**config.mk**
```make
export PLATFORM = sky130hd
export DESIGN_NAME = instr_fetch_flat
export DESIGN_NICKNAME = d
export VERILOG_FILES = /design/src/rtl/instr_fetch_if.sv /design/src/rtl/instr_fetch.sv /design/src/flat_wrapper.sv
export SDC_FILE = /design/constraint.sdc
export NUM_CORES = 1
export LEC_CHECK = 0
export CORE_ASPECT_RATIO = 2
export CORE_MARGIN = 5
export CORE_UTILIZATION = 51
export CTS_CLUSTER_SIZE = 25
export DETAILED_ROUTE_END_ITERATION = 10
export HOLD_SLACK_MARGIN = 0.06
export MAX_ROUTING_LAYER = met4
export PLACE_DENSITY = 0.87
export SYNTH_ARGS = -nofsm -noshare
export SYNTH_HDL_FRONTEND = slang
export SYNTH_SLANG_ARGS = --single-unit
```
**constraint.sdc**
```tcl
create_clock -name clk -period 8.1 [get_ports clk]
set_input_delay 1.215 -clock clk [delete_from_list [all_inputs] [get_ports clk]]
set_output_delay 1.215 -clock clk [all_outputs]
set_load 0.01 [all_outputs]
```
**src/rtl/instr_fetch_if.sv**
```systemverilog
// Instruction-memory bus between the fetch stage and instruction memory.
//
// Signals:
//   imem_req   - fetch request, driven by the fetch stage
//   imem_addr  - word-aligned fetch address, driven by the fetch stage
//   imem_ack   - memory returns imem_rdata this cycle
//   imem_rdata - instruction word, valid while imem_ack is high
//
// Modports:
//   master - fetch stage side
//   slave  - instruction memory side
interface instr_fetch_if;
   logic        imem_req;
   logic [31:0] imem_addr;
   logic        imem_ack;
   logic [31:0] imem_rdata;

   modport master (
      output imem_req,
      output imem_addr,
      input  imem_ack,
      input  imem_rdata
   );

   modport slave (
      input  imem_req,
      input  imem_addr,
      output imem_ack,
      output imem_rdata
   );
endinterface

```
**src/rtl/instr_fetch.sv**
```systemverilog
// Instruction fetch stage of the MIPS core.
//
// Holds the program counter and fetches one instruction per step over a
// variable-latency memory handshake. The fetched word is held for decode and
// execute behind a valid/ready pair. When the instruction retires, the next PC
// is chosen from the decoder's Jump/Branch outputs and the ALU Zero flag.
//
// Parameters:
//   RESET_PC    - PC loaded on reset; bits [1:0] are forced to zero
//
// Ports:
//   clk         - sole clock, rising edge
//   reset       - synchronous, active-high reset
//   imem        - instruction-memory bus (master side)
//   instr       - held instruction word; instr[31:26] feeds the decoder
//   instr_valid - instr is valid for decode/execute
//   instr_ready - execute has completed instr; retire it
//   Branch      - branch indication from the decoder
//   Jump        - jump indication from the decoder
//   Zero        - zero flag from the ALU
//   pc          - address of the current or fetching instruction
//   pc_plus4    - pc + 4, combinational
//   retired     - count of retired instructions, wraps at 2^32
module instr_fetch #(
   parameter logic [31:0] RESET_PC = 32'h0000_0000
) (
   input  logic                 clk,
   input  logic                 reset,
   instr_fetch_if.master        imem,
   output logic [31:0]          instr,
   output logic                 instr_valid,
   input  logic                 instr_ready,
   input  logic                 Branch,
   input  logic                 Jump,
   input  logic                 Zero,
   output logic [31:0]          pc,
   output logic [31:0]          pc_plus4,
   output logic [31:0]          retired
);

   typedef enum logic {
      FETCH = 1'b0,
      HOLD  = 1'b1
   } state_t;

   localparam logic [31:0] RESET_PC_ALIGNED = {RESET_PC[31:2], 2'b00};

   state_t      state;
   state_t      state_next;
   logic [31:0] pc_next;
   logic [31:0] instr_next;
   logic [31:0] retired_next;
   logic [31:0] pc_target;
   logic [31:0] branch_offset;

   // State register. Reset on any state abandons an outstanding fetch: the
   // FSM restarts in FETCH at the reset PC, so an ack seen afterwards is
   // taken as the fetch of that address.
   always_ff @(posedge clk) begin
      if (reset) begin
         state   <= FETCH;
         pc      <= RESET_PC_ALIGNED;
         instr   <= 32'h0000_0000;
         retired <= 32'h0000_0000;
      end else begin
         state   <= state_next;
         pc      <= pc_next;
         instr   <= instr_next;
         retired <= retired_next;
      end
   end

   assign pc_plus4       = pc + 32'd4;
   assign imem.imem_addr = pc;

   // Sign-extended word offset of a conditional branch.
   assign branch_offset = {{14{instr[15]}}, instr[15:0], 2'b00};

   // Next-PC selection. Jump outranks a taken branch; every candidate is
   // word aligned because pc and both offsets have zero low bits.
   always_comb begin
      pc_target = pc_plus4;
      if (Jump) begin
         pc_target = {pc_plus4[31:28], instr[25:0], 2'b00};
      end else if (Branch && Zero) begin
         pc_target = pc_plus4 + branch_offset;
      end
   end

   // Next-state and output logic. The request is masked while reset is high
   // so memory never sees a fetch that is about to be abandoned.
   always_comb begin
      state_next    = state;
      pc_next       = pc;
      instr_next    = instr;
      retired_next  = retired;
      imem.imem_req = 1'b0;
      instr_valid   = 1'b0;
      case (state)
         FETCH: begin
            imem.imem_req = ~reset;
            if (imem.imem_ack) begin
               instr_next = imem.imem_rdata;
               state_next = HOLD;
            end
         end
         HOLD: begin
            instr_valid = 1'b1;
            if (instr_ready) begin
               pc_next      = pc_target;
               retired_next = retired + 32'd1;
               state_next   = FETCH;
            end
         end
         default: begin
            state_next = FETCH;
         end
      endcase
   end

endmodule

```
**src/flat_wrapper.sv**
```systemverilog
// flat-port wrapper written by rule: the top's interface ports become plain ports
module instr_fetch_flat 
#(
   parameter logic [31:0] RESET_PC = 32'h0000_0000
)
  (clk, reset, instr, instr_valid, instr_ready, Branch, Jump, Zero, pc, pc_plus4, retired, imem_imem_req, imem_imem_addr, imem_imem_ack, imem_imem_rdata);
  instr_fetch_if imem_i ();
  input  logic clk;
  input  logic reset;
  output logic [31:0] instr;
  output logic instr_valid;
  input  logic instr_ready;
  input  logic Branch;
  input  logic Jump;
  input  logic Zero;
  output logic [31:0] pc;
  output logic [31:0] pc_plus4;
  output logic [31:0] retired;
  output wire logic [$bits(imem_i.imem_req)-1:0] imem_imem_req;
  output wire logic [$bits(imem_i.imem_addr)-1:0] imem_imem_addr;
  input wire logic [$bits(imem_i.imem_ack)-1:0] imem_imem_ack;
  input wire logic [$bits(imem_i.imem_rdata)-1:0] imem_imem_rdata;
  assign imem_imem_req = imem_i.imem_req;
  assign imem_imem_addr = imem_i.imem_addr;
  assign imem_i.imem_ack = imem_imem_ack;
  assign imem_i.imem_rdata = imem_imem_rdata;
  instr_fetch #(.RESET_PC(RESET_PC)) u_core (.clk(clk), .reset(reset), .imem(imem_i), .instr(instr), .instr_valid(instr_valid), .instr_ready(instr_ready), .Branch(Branch), .Jump(Jump), .Zero(Zero), .pc(pc), .pc_plus4(pc_plus4), .retired(retired));
endmodule
```
; Word-level counts from Yosys, hierarchy flattened
; Index checks and enable logic that the tools add are counted.
; W data, S select, Z words.
[op_classes]
add_sub_neg = 3
mul = 0
div_mod_pow = 0
order_cmp = 0
eq_ne = 0
shift = 0
mux = 7
bitwise_logic = 2
reduce_logical = 3
[op_table]
columns = operator, n
row1 = $mux W32, 2
row2 = $add A32 B1 Y32 const B, 1
row3 = $add A32 B3 Y32 const B, 1
row4 = $add A32 B32 Y32, 1
row5 = $mux W1, 4
row6 = $reduce_and A2 Y1, 2
row7 = $not A1 Y1, 2
row8 = $pmux W1 S2, 1
row9 = $logic_and A1 B1 Y1, 1
[totals]
regBits = 97
latch_bits = 0
ramBits = 0
romBits = 0
in_bits = 39
output_inout_bits = 162
wordCells = 19
memories = 0

; Depth between registers and ports, before layout
; Gate-level depths: netlist of the first run.
[depth]
word_depth = 4
depth_mapped = 17
depth_no_buf = 16

; Worst setup path before layout of the first run
; Ideal clock, no wire load.
[synth_timing]
kind = flip-flop to flip-flop
startpoint = register u_core.pc[2] (netlist: u_core.imem.imem_addr[2])
endpoint = register u_core.pc[31] (netlist: u_core.imem.imem_addr[31])
setup_ps = 117
t_arrival_ps = 3804
t_required_ps = 7983
slack_ps = 4178
path_stages_with_launch = 16
path_buffers = 1
synth_period_minus_slack_ps = 3922
path_cell_list = dfxtp_1 ha_1 nand4_1 nor4_1 nand2_1 nor2_1 xor2_1 ha_1 clkbuf_1 nand4_1 or3_1 o21a_1 a41o_1 xnor2_1 a21o_1 a32o_1
[synth_via]
elab_chain_len = 4
[synth_lines]
columns = element, line_no
row1 = start: declaration, instr_fetch.sv:36  ; output logic [31:0] pc,
row2 = start signal: assignment, instr_fetch.sv:67  ; pc <= pc_next;
row3 = $add A32 B3 Y32, instr_fetch.sv:73  ; assign pc_plus4 = pc + 32'd4;
row4 = net pc_plus4[26], flat_wrapper.sv:17  ; output logic [31:0] pc_plus4;
row5 = $add A32 B32 Y32, instr_fetch.sv:86  ; pc_target = pc_plus4 + branch_offset;
row6 = $mux W32, instr_fetch.sv:85  ; end else if (Branch && Zero) begin
row7 = $mux W32, instr_fetch.sv:83  ; if (Jump) begin
; The timed path passes the listed nets, and every way through them passes these cells.
; A chain may end at the register's enable or synchronous reset.

; Worst setup path in the final report of the first run
[layout_timing]
startpoint = register u_core.pc[2] (netlist: u_core.imem.imem_addr[2])
endpoint = output port pc_plus4[30]
[layout_via]
elab_chain_len = 1
[layout_lines]
columns = element, line_no
row1 = $add A32 B3 Y32, instr_fetch.sv:73
row2 = end: declaration, flat_wrapper.sv:17
; Every way passes these cells.

==> summary.txt, run 1 <==
Drt
  – DRT Pass-1 Iters: 5
  – Final wirelength: 21.4 mm
  – # DRC: 0
  – Final ANT Viol Nets: 0
  – Via-to-Cell Ratio: 5.94
  – Routed wirelength normalized by instance count: 19.2 um
  – Starting DRT DRC Count: 460
  – Vias: 6,616

Logic synthesis
  – Post-synth EDFFs: 0
  – Top FF cell, synth: dfxtp_1
  – Sequential area share after synthesis: 30.3%
  – Cell variety after synth: 53
  – Gate Count Post-Synth: 818
  – Synthesized area per cell: 7.67 um2
  – Yosys reg bits: 95
  – Post-synth ARST share: 0%
  – Post-synthesis cell area: 6280 um2
  – YS warnings: 0

Clock tree
  – Root Driver: clkbuf_16
  – Maximum buffer depth of the clock tree: 2
  – Postcts setup bufs: 0
  – Post-CTS Resized: 0
  – Num CTS Buffers: 9
  – Worst skew pair latency: 360 ps
  – CTS tree: done
  – CTS H-tree lvls: 3
  – CTS Hold Bufs: 0
  – Clock sink count: 95
  – Reg clk slew, reported paths: 80 ps

Power and ir drop
  – VDD IR max: 125 uV
  – Leak pwr: 3.27 nW
  – Power density cells: 143 nW/um2

STA
  – Worst Skew: 12.0 ps
  – Max Slew Vio Count: 0
  – Hold Violations, Final: 0
  – RSZ-0062 raised after global routing: false
  – Worst slew pin tran: 1010 ps
  – Final period utilization: 59.2%
  – Final setup fails: 0
  – Setup TNS: 0 ps
  – Final min period: 4800 ps
  – F_max: 0.208 GHz
  – Slew headroom: 32.5%

Critical path
  – Worst Path Max Fanout: 8
  – Critical path endpoint: pc_plus4[30]
  – R2r setup slk: 3670 ps
  – CP Class: register to output port
  – Slowest CP cell: nor4_1
  – Crit path capture type: output port
  – Worst r2r path cells: 14
  – Max incr delay on CP: 660 ps
  – Arrival time worst endpoint: 3580 ps
  – Critical path origin: u_core.imem.imem_addr[2]
  – R2R Path Start: u_core.imem.imem_addr[2]
  – Worst path cell trace: ha_1, nand4_1, nor4_1, nand2_1, nor3_1, xor2_1, clkdlybuf4s50_1
  – Worst r2r dst: u_core.imem.imem_addr[31]
  – Crit path launch type: register
  – Critical Path RT: 6880 ps

Cells and area
  – Register Area: 1900 um2
  – # fillers: 1,004
  – Share of post-route cells with drive strength above 1: 3.31%
  – Final Util: 69.1%
  – # diodes: 0
  – Final net count: 1,038
  – Area delta synth->final: 33.6%
  – Footprint of the multi-input gates: 3910 um2

Flow run
  – Maximum Capacitance Violations: 0

Global route
  – Busiest grt layer: met2
  – Remaining Overflow, GRT: 0
  – First-pass GRT wire length: 33.5 mm
  – All-layer global routing usage: 29.8%
  – Routing usage on met2: 50.9%
  – Met1 usage: 29.3%
  – Vias in the first global route: 6,611
  – Initial antenna violation count: 0
  – Largest net degree at the start of global routing: 84
  – Met3 Usage GRT: 5.93%

Floorplanning
  – Starting density of the core: 51.8%
  – Core outline area: 12,100 um2
  – Die Wd: 88.4 um
  – Ports: 201
  – Rows: 57
  – DIE HEIGHT: 167 um
  – DIE AREA: 14,800 um2

Placed design
  – Dpl hpwl: 16.4 mm
  – Port buffer count: 194
  – Final Wtd Congestion: 0.974

Run status
  – Status: finished, final reports clean

Worst hold path
  – Hold WC Path Type: register to register
## logic make-up (layout without fill, tap and decap cells)
family / Yosys count / in the layout / synth area share (%)
AO/OA/AOI/OAI: 206 / 206 / 20.3
XOR/XNOR: 85 / 85 / 12.0
adder cells (fa/ha/maj): 38 / 38 / 7.70
buffers and inverters: 91 / 234 / 7.72
flip-flops: 95 / 95 / 30.3
multiplexers: 5 / 5 / 0.797
other: 1 / 6 / 0.0598
AND/OR/NAND/NOR: 297 / 297 / 21.2
## layout by cell type (no fill, tap or decap), types with 3 or more instances in the layout
| cell | count |
|---|---|
| clkdlybuf4s50_1 | 193 |
| nand4_1 | 19 |
| nand3_1 | 35 |
| ha_1 | 37 |
| nand2_1 | 125 |
| o211ai_1 | 8 |
| xnor2_1 | 42 |
| inv_1 | 18 |
| inv_6 | 3 |
| and2_1 | 3 |
| nor3_1 | 8 |
| nor2_1 | 79 |
| dfxtp_1 | 95 |
| a31oi_1 | 5 |
| conb_1 | 6 |
| buf_4 | 6 |
| a21oi_1 | 87 |
| a22o_1 | 5 |
| and4_1 | 4 |
| and3_1 | 9 |
| a21o_1 | 17 |
| o221ai_1 | 6 |
| o21bai_1 | 9 |
| o21a_1 | 6 |
| clkbuf_16 | 9 |
| mux2i_1 | 5 |
| a211oi_1 | 6 |
| xor2_1 | 42 |
| o22ai_1 | 8 |
| o21ai_0 | 31 |
## worst min-delay path by stage
stage                     startpoint          endpoint  slack, ps  depth (start not counted)
global placement    u_core.instr[27]  u_core.instr[27]        440                          2
detailed placement  u_core.instr[31]  u_core.instr[31]        450                          2
finish              u_core.instr[31]  u_core.instr[31]        460                          2
global route        u_core.instr[26]  u_core.instr[26]        480                          2
floorplan           u_core.instr[26]  u_core.instr[26]        480                          2
CTS                 u_core.instr[31]  u_core.instr[31]        460                          2
## worst max-delay path, delay by kind of cell, from the launching register on
family	cells	cell delay (ps)
flip-flops	1	480
adder cells (fa/ha/maj)	1	270
AND/OR/NAND/NOR	4	1490
XOR/XNOR	1	370
buffers and inverters	1	620
## through the flow
step	setup slack [ps]	hold WS, ps	std cells	instance area (um2)	total power [W]
floorplan	4180	481	823	6290	0.000629
global placement	3920	442	1097	8050	0.000724
detailed placement	3850	449	1097	8050	0.000728
CTS	3510	460	1113	8380	0.00120
global route	3260	478	1113	8380	0.00124
finish	3300	460	1113	8380	0.00120
## registers in the layout (all words and copies together) (netlist names)
| name | count |
|---|---|
| u_core.state | 1 |
| u_core.imem.imem_addr | 30 |
| u_core.retired | 32 |
| u_core.instr | 32 |
## cell usage after synthesis (6+ instances only)
cell / number / area [um2]
a211oi_1: 6 / 45.0
a21o_1: 17 / 128
a21oi_1: 87 / 435
and3_1: 9 / 56.3
buf_4: 36 / 270
clkbuf_1: 36 / 135
dfxtp_1: 95 / 1900
ha_1: 37 / 463
inv_1: 18 / 67.6
nand2_1: 125 / 469
nand3_1: 35 / 175
nand4_1: 19 / 119
nor2_1: 79 / 297
nor3_1: 8 / 40.0
o211ai_1: 8 / 60.1
o21a_1: 6 / 45.0
o21ai_0: 31 / 155
o21bai_1: 9 / 67.6
o221ai_1: 6 / 52.6
o22ai_1: 8 / 50.1
xnor2_1: 42 / 368
xor2_1: 42 / 368
## per-layer routing
layer	part of all wire, %	wire length (um)	vias up
met4	7.7	1650	0
met2	52	11100	324
met1	33	7080	3077
met3	7.2	1550	112
met5	0	0	-
li1	-	-	3103
## layout make-up
class | instances | share of cell area (%)
Timing Repair Buffer | 200 | 23.6
Tap cell | 147 | 2.19
Inverter | 18 | 0.806
Sequential cell | 95 | 22.7
Clock buffer | 10 | 2.85
Clock inverter | 6 | 1.16
Multi-Input combinational cell | 637 | 46.7
## power by group
| part | switching (W) | internal, W | total [W] |
|---|---|---|---|
| clock network | 0.000197 | 0.000285 | 0.000482 |
| logic | 0.000113 | 0.0000989 | 0.000212 |
| registers | 0.0000250 | 0.000482 | 0.000507 |
| total | 0.000336 | 0.000866 | 0.00120 |
No activity file was read; power rests on OpenSTA's default activity.
==> inputs of run 2 (changes only) <==
--- a/config.mk
+++ b/config.mk
@@ -7,12 +7,12 @@
 export LEC_CHECK = 0
 export CORE_ASPECT_RATIO = 2
 export CORE_MARGIN = 5
-export CORE_UTILIZATION = 51
+export CORE_UTILIZATION = 43
 export CTS_CLUSTER_SIZE = 25
 export DETAILED_ROUTE_END_ITERATION = 10
 export HOLD_SLACK_MARGIN = 0.06
 export MAX_ROUTING_LAYER = met4
-export PLACE_DENSITY = 0.87
+export PLACE_DENSITY = 0.78
 export SYNTH_ARGS = -nofsm -noshare
 export SYNTH_HDL_FRONTEND = slang
 export SYNTH_SLANG_ARGS = --single-unit
==> constraint.sdc (replaced) <==
create_clock -name clk -period 4.4 [get_ports clk]
set_input_delay 0.66 -clock clk [delete_from_list [all_inputs] [get_ports clk]]
set_output_delay 0.66 -clock clk [all_outputs]
set_load 0.01 [all_outputs]
==> summary.txt, run 2 (synthesis results as in run 1) <==
Power and ir drop
  – Clock power frac: 37.6%
  – Flop pwr share: 43.6%
  – Design Power: 0.00214 W
  – Power density cells: 250 nW/um2
  – P_int: 0.00148 W
  – Leak pwr: 3.34 nW
  – Sw Pwr: 0.000656 W
  – VDD IR max: 203 uV
  – Switching Fraction: 30.7%
  – Combinational share of power: 18.8%

Placed design
  – Pre-CTS setup slack: 160 ps
  – Dpl hpwl: 16.8 mm
  – Placed insts: 1,158
  – Final Wtd Congestion: 0.979
  – Port buffer count: 194

Clock tree
  – CTS Hold Bufs: 0
  – Clock sink count: 95
  – Postcts setup bufs: 0
  – CTS H-tree lvls: 3
  – Worst skew pair latency: 360 ps
  – CTS tree: done
  – Reg clk slew, reported paths: 70 ps
  – Root Driver: clkbuf_16
  – Num CTS Buffers: 9
  – Maximum buffer depth of the clock tree: 2

Critical path
  – R2R Path Start: u_core.imem.imem_addr[2]
  – Critical Path RT: 4650 ps
  – Worst r2r path cells: 14
  – Crit path capture type: register
  – Critical path origin: u_core.imem.imem_addr[2]
  – Worst Path Max Fanout: 8
  – Crit path launch type: register
  – CP Class: register to register
  – Arrival time worst endpoint: 4380 ps

Global route
  – Vias in the first global route: 6,630
  – Remaining Overflow, GRT: 0
  – Initial antenna violation count: 0
  – All-layer global routing usage: 26.0%
  – First-pass GRT wire length: 34.1 mm
  – Largest net degree at the start of global routing: 48

Cells and area
  – Final net count: 1,054
  – Footprint of the multi-input gates: 3920 um2
  – Most frequent cells in the layout: clkdlybuf4s50_1, nand2_1, dfxtp_1
  – Commonest non-fill, non-tap cell in the layout: clkdlybuf4s50_1
  – # fillers: 1,316
  – Share of post-route cells with drive strength above 1: 5.09%
  – # diodes: 0
  – Register Area: 1900 um2
  – Area delta synth->final: 36.0%
  – Fin cells: 1,174

Floorplanning
  – DIE HEIGHT: 181 um
  – Ports: 201
  – DIE AREA: 17,300 um2
  – Starting density of the core: 43.7%
  – Die Wd: 95.4 um
  – Core outline area: 14,400 um2
  – Rows: 62

STA
  – Final hold slack: 458 ps
  – RSZ-0062 raised after global routing: false
  – F_max: 0.242 GHz
  – Final min period: 4130 ps
  – Worst Skew: 14.1 ps
  – Hold Violations, Final: 0
  – Final Worst Setup Slack: 273 ps
  – Max Slew Vio Count: 0
  – Slew headroom: 42.8%
  – Setup TNS: 0 ps
  – Final setup fails: 0
  – Worst slew pin tran: 858 ps
  – Final period utilization: 93.8%

Worst hold path
  – Hold Path Cell Cnt: 2
  – HP Start: u_core.instr[29]
  – Hold WC Path Type: register to register

Drt
  – Final wirelength: 22.0 mm
  – # DRC: 0
  – Vias: 6,537
  – Via-to-Cell Ratio: 5.57
  – DRT Pass-1 Iters: 5
  – Routed wirelength normalized by instance count: 18.7 um
  – Final ANT Viol Nets: 0
  – Starting DRT DRC Count: 352

Flow run
  – Maximum Capacitance Violations: 0

Run status
  – Status: finished, final reports clean
==> run 2: path summary, 6_finish.rpt <==
path	endpoint	slack (ps)
setup / recovery	u_core.imem.imem_addr[31]	270
hold / removal	u_core.instr[29]	460
setup reg to reg	u_core.imem.imem_addr[31]	270
hold reg to reg	u_core.instr[29]	460
==> run 2: layout make-up <==
| cell class | instances | area share, % |
|---|---|---|
| clock buffer | 9 | 2.64 |
| clock inverter | 7 | 0.938 |
| tap | 192 | 2.81 |
| sequential | 95 | 22.3 |
| inverter | 18 | 0.791 |
| timing repair buffer | 216 | 24.6 |
| multi-input combinational | 637 | 45.9 |
==> run 2: stage by stage <==
step           utilization [%]  area, um2
2_1_floorplan                -       6290
3_3_place_gp              57.3       8220
3_5_place_dp              57.3       8220
4_1_cts                   59.4       8530
5_1_grt                   59.5       8540
6_report                  59.5       8540
==> run 2: repair_timing <==
item,in CTS,in global routing
resized for setup,0,2
endpoints found under the hold margin,0,0
setup endpoints to repair,0,2
==> run 2: layer usage <==
layer | share of wire (%) | track usage (%) | vias to the layer above
li1 | - | - | 3127
met1 | 34 | 25.7 | 3002
met2 | 52 | 45.7 | 317
met3 | 7.4 | 5.08 | 91
met4 | 7.0 | 15.7 | 0
met5 | 0 | - | -
==> run 2: power by group through the flow <==
stage	clock network, W	logic [W]	registers (W)
2_1_floorplan	0	0.000207	0.000951
3_3_place_gp	0	0.000397	0.000950
3_5_place_dp	0	0.000400	0.000950
4_1_cts	0.000817	0.000401	0.000930
5_1_grt	0.000857	0.000434	0.000935
6_report	0.000802	0.000402	0.000931
==> run 2: critical path, stage by stage (launching register included) <==
cell and delay [ps]:
dfxtp_1 460, ha_1 250, nand4_1 290, nor4_2 530
nand2_1 270, nor2_1 180, xor2_1 100, ha_1 420
nand4_1 170, or3_1 370, o21a_1 200, a41o_1 220
xnor2_1 140, a21o_1 180, a32o_1 240
==> inputs of run 3 (changes only) <==
--- a/config.mk
+++ b/config.mk
@@ -5,14 +5,14 @@
 export SDC_FILE = /design/constraint.sdc
 export NUM_CORES = 1
 export LEC_CHECK = 0
-export CORE_ASPECT_RATIO = 2
 export CORE_MARGIN = 5
 export CORE_UTILIZATION = 43
-export CTS_CLUSTER_SIZE = 25
+export CTS_CLUSTER_SIZE = 12
 export DETAILED_ROUTE_END_ITERATION = 10
 export HOLD_SLACK_MARGIN = 0.06
 export MAX_ROUTING_LAYER = met4
 export PLACE_DENSITY = 0.78
+export RECOVER_POWER = 25
 export SYNTH_ARGS = -nofsm -noshare
 export SYNTH_HDL_FRONTEND = slang
 export SYNTH_SLANG_ARGS = --single-unit
==> summary.txt, run 3 (synthesis results as in run 1) <==
Run status
  – Status: finished, violations left
  – Failing checks: capacitance limit, slew limit

Critical path
  – Crit path launch type: register
  – Arrival time worst endpoint: 4310 ps
  – Worst path cell trace: ha_1, nand4_1, nor4_1, buf_4, nand2_1, nor2_1, xor2_1, ha_1, nand4_1, or3_1, o21a_1, a41o_1, xnor2_1, a21o_1, a32o_1
  – Max incr delay on CP: 460 ps
  – Worst Path Max Fanout: 8
  – Slowest CP cell: dfxtp_1
  – CP Class: register to register
  – Critical Path RT: 4650 ps
  – Crit path capture type: register

Global route
  – First-pass GRT wire length: 30.8 mm
  – Vias in the first global route: 5,957
  – Remaining Overflow, GRT: 0
  – Initial antenna violation count: 0
  – Largest net degree at the start of global routing: 51
  – All-layer global routing usage: 23.4%

Power and ir drop
  – Clock power frac: 38.3%
  – Switching Fraction: 30.8%
  – P_int: 0.00148 W
  – Combinational share of power: 18.3%
  – Leak pwr: 3.41 nW
  – Flop pwr share: 43.5%
  – Power density cells: 252 nW/um2
  – VDD IR max: 163 uV
  – Design Power: 0.00213 W
  – Sw Pwr: 0.000656 W

Floorplanning
  – Core outline area: 14,400 um2
  – Ports: 201
  – DIE HEIGHT: 131 um
  – DIE AREA: 17,100 um2
  – Starting density of the core: 43.5%
  – Rows: 44
  – Die Wd: 131 um

STA
  – Final Worst Setup Slack: 347 ps
  – RSZ-0062 raised after global routing: false
  – Worst slew pin tran: 2150 ps
  – F_max: 0.247 GHz
  – Final min period: 4050 ps
  – Final setup fails: 0
  – Slew headroom: -43.1%
  – Worst Skew: 8.70 ps
  – Setup TNS: 0 ps
  – Hold Violations, Final: 0
  – Final period utilization: 92.1%
  – Max Slew Vio Count: 87

Drt
  – Met3 WL post-DR: 1.44 mm
  – # DRC: 0
  – WL met2: 9.26 mm
  – Starting DRT DRC Count: 403
  – Highest routed layer: met4
  – Routed wirelength normalized by instance count: 17.4 um
  – Via-to-Cell Ratio: 5.52
  – Vias: 6,396
  – M1 wire length: 8.93 mm
  – DRT Pass-1 Iters: 5
  – Final wirelength: 20.2 mm
  – Final ANT Viol Nets: 0

Clock tree
  – Clock sink count: 95
  – Post-CTS Resized: 0
  – Root Driver: clkbuf_16
  – Maximum buffer depth of the clock tree: 2
  – Reg clk slew, reported paths: 70 ps
  – CTS Hold Bufs: 0
  – CTS H-tree lvls: 3
  – Worst skew pair latency: 360 ps
  – Postcts setup bufs: 0
  – CTS tree: done
  – Num CTS Buffers: 9

Cells and area
  – # diodes: 0
  – Fin cells: 1,159
  – Area delta synth->final: 34.9%
  – Most frequent cells in the layout: clkdlybuf4s50_1, nand2_1, dfxtp_1
  – Final Util: 58.7%
  – Share of post-route cells with drive strength above 1: 3.90%
  – Final net count: 1,047
  – Commonest non-fill, non-tap cell in the layout: clkdlybuf4s50_1

Placed design
  – Final Wtd Congestion: 0.954
  – Port buffer count: 194
  – Placed insts: 1,143
  – Pre-CTS setup slack: 388 ps
  – Dpl hpwl: 15.1 mm

Worst hold path
  – Hold WC Path Type: register to register

Flow run
  – Maximum Capacitance Violations: 2
-- run 3: changes by cell type in the layout (fill, tap and decap cells not counted), moves of 3 or more --
cell and delta:
buf_4 -9, clkbuf_1 +3, dlygate4sd3_1 +40, clkdlybuf4s50_1 -40
-- run 3: final timing paths --
check / startpoint / endpoint / slack, ps / cells after the start
worst max-delay path: u_core.imem.imem_addr[2] / u_core.imem.imem_addr[31] / 350 / 15
worst max register to register: u_core.imem.imem_addr[2] / u_core.imem.imem_addr[31] / 350 / 15
worst min register to register: u_core.instr[26] / u_core.instr[26] / 450 / 2
worst min-delay path: u_core.instr[26] / u_core.instr[26] / 450 / 2
-- run 3: metrics by stage --
stage	area [um2]	hold slack (ps)
floorplan	6290	481
global placement	8160	440
detailed placement	8160	447
CTS	8480	456
global route	8470	469
finish	8470	452
-- run 3: routing by layer --
layer	global-route usage, %	vias up
li1	-	3123
met1	29.8	2999
met2	36.8	235
met3	4.72	39
met4	8.47	0
met5	-	-
-- run 3: final cells by class --
cell class                 instances  area, um2
timing repair buffer             209       2040
clock buffer                       9        225
clock inverter                     7       90.1
sequential                        95       1900
inverter                          18       67.6
multi-input combinational        637       3910
fill                            1323       5960
tap                              184        230
-- run 3: critical path, delay by kind of cell, from the launching register on --
family                     cells  cell delay, ps
AOI/OAI and AO/OA              4             870
xor gates and xnor gates       2             240
adders and majority gates      2             680
buffers and inverters          1             180
DFF                            1             460
and+or+nand+nor                6            1530
-- run 3: power by group through the flow --
stage	clock, W	combinational [W]	sequential, W
4_1_cts	0.000834	0.000395	0.000927
6_report	0.000816	0.000389	0.000927
3_3_place_gp	0	0.000391	0.000946
3_5_place_dp	0	0.000393	0.000948
2_1_floorplan	0	0.000207	0.000951
5_1_grt	0.000866	0.000424	0.000932
